[src/rtl/fetch_prefetch_unit_pkg.sv]
// rtl/fetch_prefetch_unit_pkg.sv - shared constants and FSM encoding for the fetch front end
package fetch_prefetch_unit_pkg;

  localparam int W_DEF    = 16;
  localparam int PC_W_DEF = 32;

  localparam logic [15:0] NOP_INSTR = 16'b0000010000110000;

  typedef enum logic {
    ST_IDLE = 1'b0,
    ST_WAIT = 1'b1
  } fetch_state_e;

endpackage

[src/rtl/fetch_queue_fifo.sv]
// rtl/fetch_queue_fifo.sv - prefetch queue holding {instruction, pc} entries
module fetch_queue_fifo #(
  parameter int DEPTH = 4,
  parameter int WIDTH = 48
) (
  input  logic                       clk,
  input  logic                       rst,
  input  logic                       push,
  input  logic                       pop,
  input  logic                       clear,
  input  logic [WIDTH-1:0]           din,
  output logic [WIDTH-1:0]           dout,
  output logic [$clog2(DEPTH):0]     count,
  output logic                       full,
  output logic                       empty
);

  localparam int AW = $clog2(DEPTH);
  localparam int CW = AW + 1;

  logic [WIDTH-1:0] mem_q [DEPTH];
  logic [AW-1:0]    rd_ptr_q;
  logic [AW-1:0]    wr_ptr_q;
  logic [CW-1:0]    count_q;

  // Pointers wrap naturally because DEPTH is a power of two.
  always_ff @(posedge clk or negedge rst) begin
    if (!rst) begin
      rd_ptr_q <= '0;
      wr_ptr_q <= '0;
      count_q  <= '0;
    end else if (clear) begin
      rd_ptr_q <= '0;
      wr_ptr_q <= '0;
      count_q  <= '0;
    end else begin
      if (push) wr_ptr_q <= wr_ptr_q + AW'(1);
      if (pop)  rd_ptr_q <= rd_ptr_q + AW'(1);
      count_q <= count_q + CW'(push) - CW'(pop);
    end
  end

  always_ff @(posedge clk) begin
    if (push && !clear) mem_q[wr_ptr_q] <= din;
  end

  assign dout  = mem_q[rd_ptr_q];
  assign count = count_q;
  assign full  = (count_q == CW'(DEPTH));
  assign empty = (count_q == '0);

endmodule

[src/rtl/fetch_prefetch_unit.sv]
// rtl/fetch_prefetch_unit.sv - fetch front end: PC, single-outstanding request FSM, prefetch queue
module fetch_prefetch_unit
  import fetch_prefetch_unit_pkg::*;
#(
  parameter int              W        = W_DEF,
  parameter int              PC_W     = PC_W_DEF,
  parameter int              DEPTH    = 4,
  parameter logic [PC_W-1:0] RESET_PC = '0
) (
  input  logic            clk,
  input  logic            rst,
  output logic            imem_req,
  output logic [PC_W-1:0] imem_addr,
  input  logic            imem_valid,
  input  logic [W-1:0]    imem_rdata,
  input  logic            stall,
  input  logic            redirect,
  input  logic [PC_W-1:0] redirect_pc,
  output logic [W-1:0]    instr,
  output logic [PC_W-1:0] instr_pc,
  output logic            instr_valid
);

  localparam int DW = W + PC_W;
  localparam int CW = $clog2(DEPTH) + 1;

  fetch_state_e    state_q;
  logic [PC_W-1:0] pc_q;
  logic [PC_W-1:0] req_pc_q;
  logic            epoch_q;
  logic            req_epoch_q;

  logic            can_fetch;
  logic            push;
  logic            pop;
  logic [DW-1:0]   head;
  logic [CW-1:0]   q_count;
  logic            q_full;
  logic            q_empty;

  // In IDLE nothing is outstanding, so queue occupancy alone bounds the next request.
  assign can_fetch = (state_q == ST_IDLE) && (q_count < CW'(DEPTH)) && !redirect;
  assign imem_req  = rst && can_fetch;
  assign imem_addr = pc_q;

  // A response tagged with an old epoch belongs to a flushed stream and is discarded.
  assign push        = (state_q == ST_WAIT) && imem_valid && (req_epoch_q == epoch_q)
                       && !redirect && !q_full;
  assign instr_valid = !q_empty && !redirect;
  assign pop         = instr_valid && !stall;

  fetch_queue_fifo #(
    .DEPTH (DEPTH),
    .WIDTH (DW)
  ) u_queue (
    .clk   (clk),
    .rst   (rst),
    .push  (push),
    .pop   (pop),
    .clear (redirect),
    .din   ({imem_rdata, req_pc_q}),
    .dout  (head),
    .count (q_count),
    .full  (q_full),
    .empty (q_empty)
  );

  assign instr    = instr_valid ? head[DW-1 -: W]   : W'(NOP_INSTR);
  assign instr_pc = instr_valid ? head[PC_W-1:0]    : '0;

  always_ff @(posedge clk or negedge rst) begin
    if (!rst) begin
      state_q     <= ST_IDLE;
      pc_q        <= RESET_PC;
      req_pc_q    <= '0;
      epoch_q     <= 1'b0;
      req_epoch_q <= 1'b0;
    end else begin
      if (redirect) begin
        pc_q    <= redirect_pc;
        epoch_q <= ~epoch_q;
      end else if (can_fetch) begin
        pc_q        <= pc_q + PC_W'(1);
        req_pc_q    <= pc_q;
        req_epoch_q <= epoch_q;
      end
      case (state_q)
        ST_IDLE: if (can_fetch)  state_q <= ST_WAIT;
        ST_WAIT: if (imem_valid) state_q <= ST_IDLE;
        default: state_q <= ST_IDLE;
      endcase
    end
  end

endmodule

[config.mk]
export PLATFORM = sky130hd
export DESIGN_NAME = fetch_prefetch_unit
export DESIGN_NICKNAME = d
export VERILOG_FILES = /design/src/rtl/fetch_prefetch_unit_pkg.sv /design/src/rtl/fetch_queue_fifo.sv /design/src/rtl/fetch_prefetch_unit.sv
export SDC_FILE = /design/constraint.sdc
export NUM_CORES = 1
export LEC_CHECK = 0
export ABC_AREA = 1
export CORE_AREA = 2 2 147 149
export CTS_CLUSTER_SIZE = 10
export DETAILED_ROUTE_END_ITERATION = 10
export DIE_AREA = 0 0 149 151
export DONT_BUFFER_PORTS = 1
export GPL_TIMING_DRIVEN = 0
export MAX_ROUTING_LAYER = met4
export PLACE_DENSITY = 0.81
export SLEW_MARGIN = 5
export SYNTH_ARGS = -nofsm -noshare
export SYNTH_HDL_FRONTEND = slang
export SYNTH_SLANG_ARGS = --single-unit
[constraint.sdc]
create_clock -name clk -period 4.2 [get_ports clk]
set_clock_uncertainty 0.05 [all_clocks]
set_input_delay 0.84 -clock clk [delete_from_list [all_inputs] [get_ports clk]]
set_output_delay 0.84 -clock clk [all_outputs]
set_load 0.02 [all_outputs]
After elaboration in Yosys (flattened, before gate mapping)
Memories as Yosys holds them, arrays and structs flattened.
Cells that the tools add are included.
Storage, ports and cells
  bits in registers: 74
  bits in writable memories: 192
  input port bits: 53
  logic and storage cells: 53
  memories kept: 1
Cells by class
  add/sub/neg operators: 5
  magnitude comparators: 1
  eq/ne operators: 2
  muxes and demuxes: 14
  bitwise logic cells: 3
  reductions and logical operators: 19
Memory list
  u_queue.mem_q: depth 4, bits a word 48, rd ports 1, clocked after memory_dff 0, wr ports 1, RTL line fetch_queue_fifo.sv:21  | logic [WIDTH-1:0] mem_q [DEPTH];
Operator list (number)
  2-to-1 mux 32 bit: 3
  adder 32 x 1 -> 32 bit (second input constant): 1
  2-to-1 mux 16 bit: 1
  logical AND 1 bit: 10
  2-to-1 mux 2 bit: 4
  nonzero test 2 bit: 3
  adder 2 x 1 -> 2 bit (second input constant): 2
  zero test 1 bit: 4
  2-to-1 mux 1 bit: 4
  adder 3 x 1 -> 3 bit: 1
  equality test 3 bit (second input constant): 1
  zero test 3 bit: 1
  less-than comparator 3 bit (second input constant): 1
  2-to-1 mux 3 bit: 1
  NOT 1 bit: 3
  subtractor 3 x 1 -> 3 bit: 1
  case mux 1 bit (2 select lines): 1
  AND reduction 2 bit: 1
  equality test 1 bit: 1

Depth between registers and ports, before layout
  depth after elaboration: 7
  depth in mapped cells: 11
  gate-level depth less buffers: 11

Modules after synthesis
From an unflattened synthesis, not the netlist that was laid out.
Second synthesis, totals
  cell total of the unflattened synthesis: 1208
  area, all modules: 12192.9 sq um
Modules (own cells, without submodules)
  fetch_queue_fifo: instances 1, cells an instance 614, area an instance 8099.0 sq um, seq. area each 5940.7 sq um
  fetch_prefetch_unit: instances 1, cells an instance 594, area an instance 4093.9 sq um, seq. area each 1676.6 sq um

Worst setup path after synthesis
Ideal clock, no wire load.
  path type: input-to-reg
  from: in redirect
  to: mem u_queue.mem_q[0][0] (enable)
  arrival time: 3.319 ns
  required time: 3.696 ns
  setup slack: 0.377 ns
  stages: 4
  path through: buf_2 -> nor2_1 -> nand3_1 -> nor2_1
On the way
  word-level cells in the longest chain between the ends: 6
Ends and longest elaborated chain
  start: declaration: RTL line fetch_prefetch_unit.sv:17  | input logic redirect,
  zero test 1 bit (*): RTL line fetch_queue_fifo.sv:44, fetch_prefetch_unit.sv:48
  logical AND 1 bit (2 in series): RTL line fetch_prefetch_unit.sv:48  | && !redirect && !q_full;
  logical AND 1 bit (*): RTL line fetch_queue_fifo.sv:44  | if (push && !clear) mem_q[wr_ptr_q] <= din;
  2-to-1 mux 1 bit (*): RTL line fetch_queue_fifo.sv:44
  2-to-1 mux 1 bit (not written as such) (*): RTL line fetch_queue_fifo.sv:44
  end: declaration: RTL line fetch_queue_fifo.sv:21
Every way passes the cells marked *; elsewhere a longest branch is shown, timed or not.

Final worst setup path
  from: reg u_queue.rd_ptr_q[0]
  to: out instr_pc[7]
On the way
  word-level cells in the longest chain between the ends: 2
Ends and longest elaborated chain
  start: declaration: RTL line fetch_queue_fifo.sv:22  | logic [AW-1:0] rd_ptr_q;
  start signal: assignment: RTL line fetch_queue_fifo.sv:38  | if (pop) rd_ptr_q <= rd_ptr_q + AW'(1);
  memory read (4 x 48 bit)
  2-to-1 mux 32 bit: RTL line fetch_prefetch_unit.sv:69  | assign instr_pc = instr_valid ? head[PC_W-1:0] : '0;
  end: declaration: RTL line fetch_prefetch_unit.sv:20  | output logic [PC_W-1:0] instr_pc,
No other way between the ends.

==> flow_metrics.env <==
export IMPL_status="finished, final reports clean"
export IMPL_ys_flop_type="edfxtp_1"
export IMPL_maxSlewViolCount=0
export IMPL_intPower_uw=5190
export IMPL_synth_distinct_cells=36
export IMPL_synth_most_common_cell="nor2_1"
export IMPL_clk_latency_ps=540
export IMPL_finalCriticalPeriod_ps=3410
export IMPL_netlist_instances=1096
export IMPL_drive_gt1_frac=0.0823
export IMPL_num_antenna_cells=0
export IMPL_cts_tree="built"
export IMPL_max_slew_margin=0.218
export IMPL_hold_class="input pin to async pin"
export IMPL_worstPathArrival_ps=2520
export IMPL_ys_seq_area_frac=0.670
export IMPL_max_freq_mhz=293
export IMPL_ys_seq_elements=266
export IMPL_cp_required_ps=3310
export IMPL_fin_setup_tns_ps=0
export IMPL_max_vdd_ir_drop_mv=0.375
export IMPL_avgViaCountPerCell=5.76
export IMPL_clock_tree_htree_level_count=1
export IMPL_drc=0
export IMPL_hold_viol_final=0
export IMPL_antenna_found_initial=0
export IMPL_grt_pass1_vias=8085
export IMPL_vias=8241
export IMPL_grt_setup_unrepaired="no"
export IMPL_syn_to_final_growth_pct=12.0
export IMPL_switchingPower_uw=2960
export IMPL_sw_frac_of_total=0.364
export IMPL_cp_start_kind="flop"
export IMPL_root_buffer="clkbuf_16"
export IMPL_clkPwrFrac=0.281
export IMPL_worstPathMaxFanout=10
export IMPL_worstSetupEndpointType="output pin"
export IMPL_cts_setup_buffers=0
export IMPL_worst_slew_pin_slew_ps=1160
export IMPL_whs_ps=144
export IMPL_final_nets=1195
export IMPL_clkTransAtPathRegs_ps=60
export IMPL_die_area_sq_mm=0.0225
export IMPL_clock_path_buffers=3
export IMPL_grt_usage=0.267
export IMPL_chipWidth_um=149
export IMPL_synth_top_area_share=0.507
export IMPL_fill_cells=1621
export IMPL_cts_inserted_buffers=30
export IMPL_layout_setup_ws_ps=790
export IMPL_synth_area_sq_mm=0.0114
export IMPL_final_antenna_net_count=0
export IMPL_routed_wirelength_mm=29.0
export IMPL_rows=53
export IMPL_dr_pass1_iters=5
export IMPL_port_buffers=0
export IMPL_yosysTopAreaCell="edfxtp_1"
export IMPL_fin_crit_sh=0.812
export IMPL_floorplan_initialDensity=0.546
export IMPL_ys_warn_count=0
export IMPL_power_leakage_uw=0.00479
export IMPL_grt_pass1_wl_mm=44.6
export IMPL_io_pins=135
export IMPL_synth_nets=1157
export IMPL_hpwl_mm=18.9
export IMPL_syn_area_per_cell_sq_um=10.4
export IMPL_gp_congestion=0.946
export IMPL_seqPwrFrac=0.480
export IMPL_grt_overflow=0
export IMPL_async_reset_ff_frac=0.278
export IMPL_p_per_area_mw_per_mm2=641
export IMPL_grt_max_degree=75
export IMPL_setup_viol=0
export IMPL_core_area_sq_mm=0.0208
export IMPL_die_h_um=151
export IMPL_path_class="flop to output pin"
export IMPL_place_ws_ps=1100
export IMPL_drt_first_iter_violations=737
export IMPL_synthTopCellsByCount="nor2_1 (285), edfxtp_1 (192), nand2_1 (149)"
export IMPL_cap_violations=0
export IMPL_cts_sinks=266
export IMPL_pwr_share_comb=0.239
export IMPL_synth_edf_count=192
export IMPL_post_drt_wl_per_cell_um=20.3
export IMPL_ys_top_cells_by_area="edfxtp_1 (51%), dfrtp_1 (16%), nor2_1 (9.4%)"
[sequential cells by signal, indices dropped and copies added (netlist names)]
signal,count
u_queue.mem_q,192
imem_addr,32
req_pc_q,32
u_queue.count,3
u_queue.rd_ptr_q,2
u_queue.wr_ptr_q,2
epoch_q,1
req_epoch_q,1
state_q,1
[layout make-up]
class | count | area, sq um | area share
sequential | 266 | 7620 | 0.598
multi-input combinational | 724 | 3340 | 0.262
clock buffer | 51 | 830 | 0.0652
tap | 275 | 344 | 0.0270
buffer | 54 | 240 | 0.0189
inverter | 52 | 195 | 0.0153
timing repair buffer | 6 | 143 | 0.0112
clock inverter | 2 | 21.3 | 0.00167
[path summary, 6_finish.rpt]
| kind | from | endpoint | slack (ps) | cells past startpoint |
|---|---|---|---|---|
| max | u_queue.rd_ptr_q[0] | instr_pc[7] | 790 | 7 |
| min | rst | req_pc_q[14] | 140 | 1 |
| max reg2reg | state_q | u_queue.mem_q[1][6] | 1750 | 5 |
| min reg2reg | req_epoch_q | req_epoch_q | 450 | 2 |
| max in group asynchronous | rst | imem_addr[21] | 3650 | 1 |
| min in group clk | imem_rdata[9] | u_queue.mem_q[1][41] | 330 | 0 |
[what timing repair did]
item,4_1_cts,5_1_grt
endpoints found under the hold margin,74,0
hold buffers,1,0
resized for setup,0,0
[layout by cell type (no fill, tap or decap), types with 2 or more instances in the layout]
| cell | netlist | routed |
|---|---|---|
| a21oi_1 | 50 | 50 |
| a31oi_1 | 2 | 2 |
| and2_1 | 2 | 2 |
| buf_1 | 4 | 4 |
| buf_12 | 0 | 3 |
| buf_16 | 0 | 3 |
| buf_2 | 28 | 28 |
| clkbuf_1 | 20 | 41 |
| clkbuf_16 | 0 | 30 |
| clkbuf_2 | 2 | 2 |
| dfrtp_1 | 74 | 74 |
| edfxtp_1 | 192 | 192 |
| ha_1 | 7 | 7 |
| inv_1 | 48 | 48 |
| inv_2 | 4 | 4 |
| nand2_1 | 149 | 149 |
| nand2_2 | 5 | 5 |
| nand3_1 | 48 | 48 |
| nand3b_1 | 6 | 6 |
| nand4_1 | 9 | 9 |
| nor2_1 | 285 | 281 |
| nor2_2 | 8 | 8 |
| nor2_4 | 5 | 9 |
| nor3_1 | 4 | 4 |
| o211ai_1 | 3 | 3 |
| o21ai_0 | 113 | 113 |
| o21ai_1 | 9 | 9 |
| o311ai_0 | 3 | 3 |
| o311ai_1 | 2 | 2 |
| xnor2_1 | 2 | 2 |
| xor2_1 | 4 | 4 |
[power groups by stage]
stage	registers (uW)	clock network, uW	logic, uW
final	3910	2290	1950
after global routing	3960	2430	2160
after CTS	3890	2320	1940
after detailed placement	3930	0	1890
after global placement	3910	0	1790
after floorplan	3760	0	1370
[routing by layer]
metal  wire [um]  share of wire  track usage
met2       14300           0.49        0.445
met3        2940           0.10       0.0479
met5           0              0            -
met4         634          0.022       0.0681
met1       11100           0.38        0.344
[critical path: stages, from the launching register on]
cell and delay [ps]:
dfrtp_1 310, buf_2 200, buf_2 280, buf_2 290, nor2_1 110, nor2_1 100, o21ai_0 130, a21oi_1 540
[stage by stage]
step / total power, uW / cells / cell area [sq um] / utilization
6_report: 8150 / 1430 / 12700 / 0.611
5_1_grt: 8550 / 1430 / 12700 / 0.611
4_1_cts: 8150 / 1430 / 12700 / 0.611
3_5_place_dp: 5830 / 1376 / 11900 / 0.569
3_3_place_gp: 5700 / 1371 / 11700 / 0.562
2_1_floorplan: 5140 / 1096 / 11400 / -
[kinds of logic (layout without fill, tap and decap cells)]
family                   count (synthesis)  in the layout  synth area share
buffers and inverters                  106            165            0.0383
AND/OR/NAND/NOR                        522            522             0.190
adder cells (fa/ha/maj)                  8              8           0.00947
flip-flops                             266            266             0.670
AO/OA/AOI/OAI                          188            188            0.0869
XOR/XNOR                                 6              6           0.00463
No activity file was read; power rests on OpenSTA's default activity.
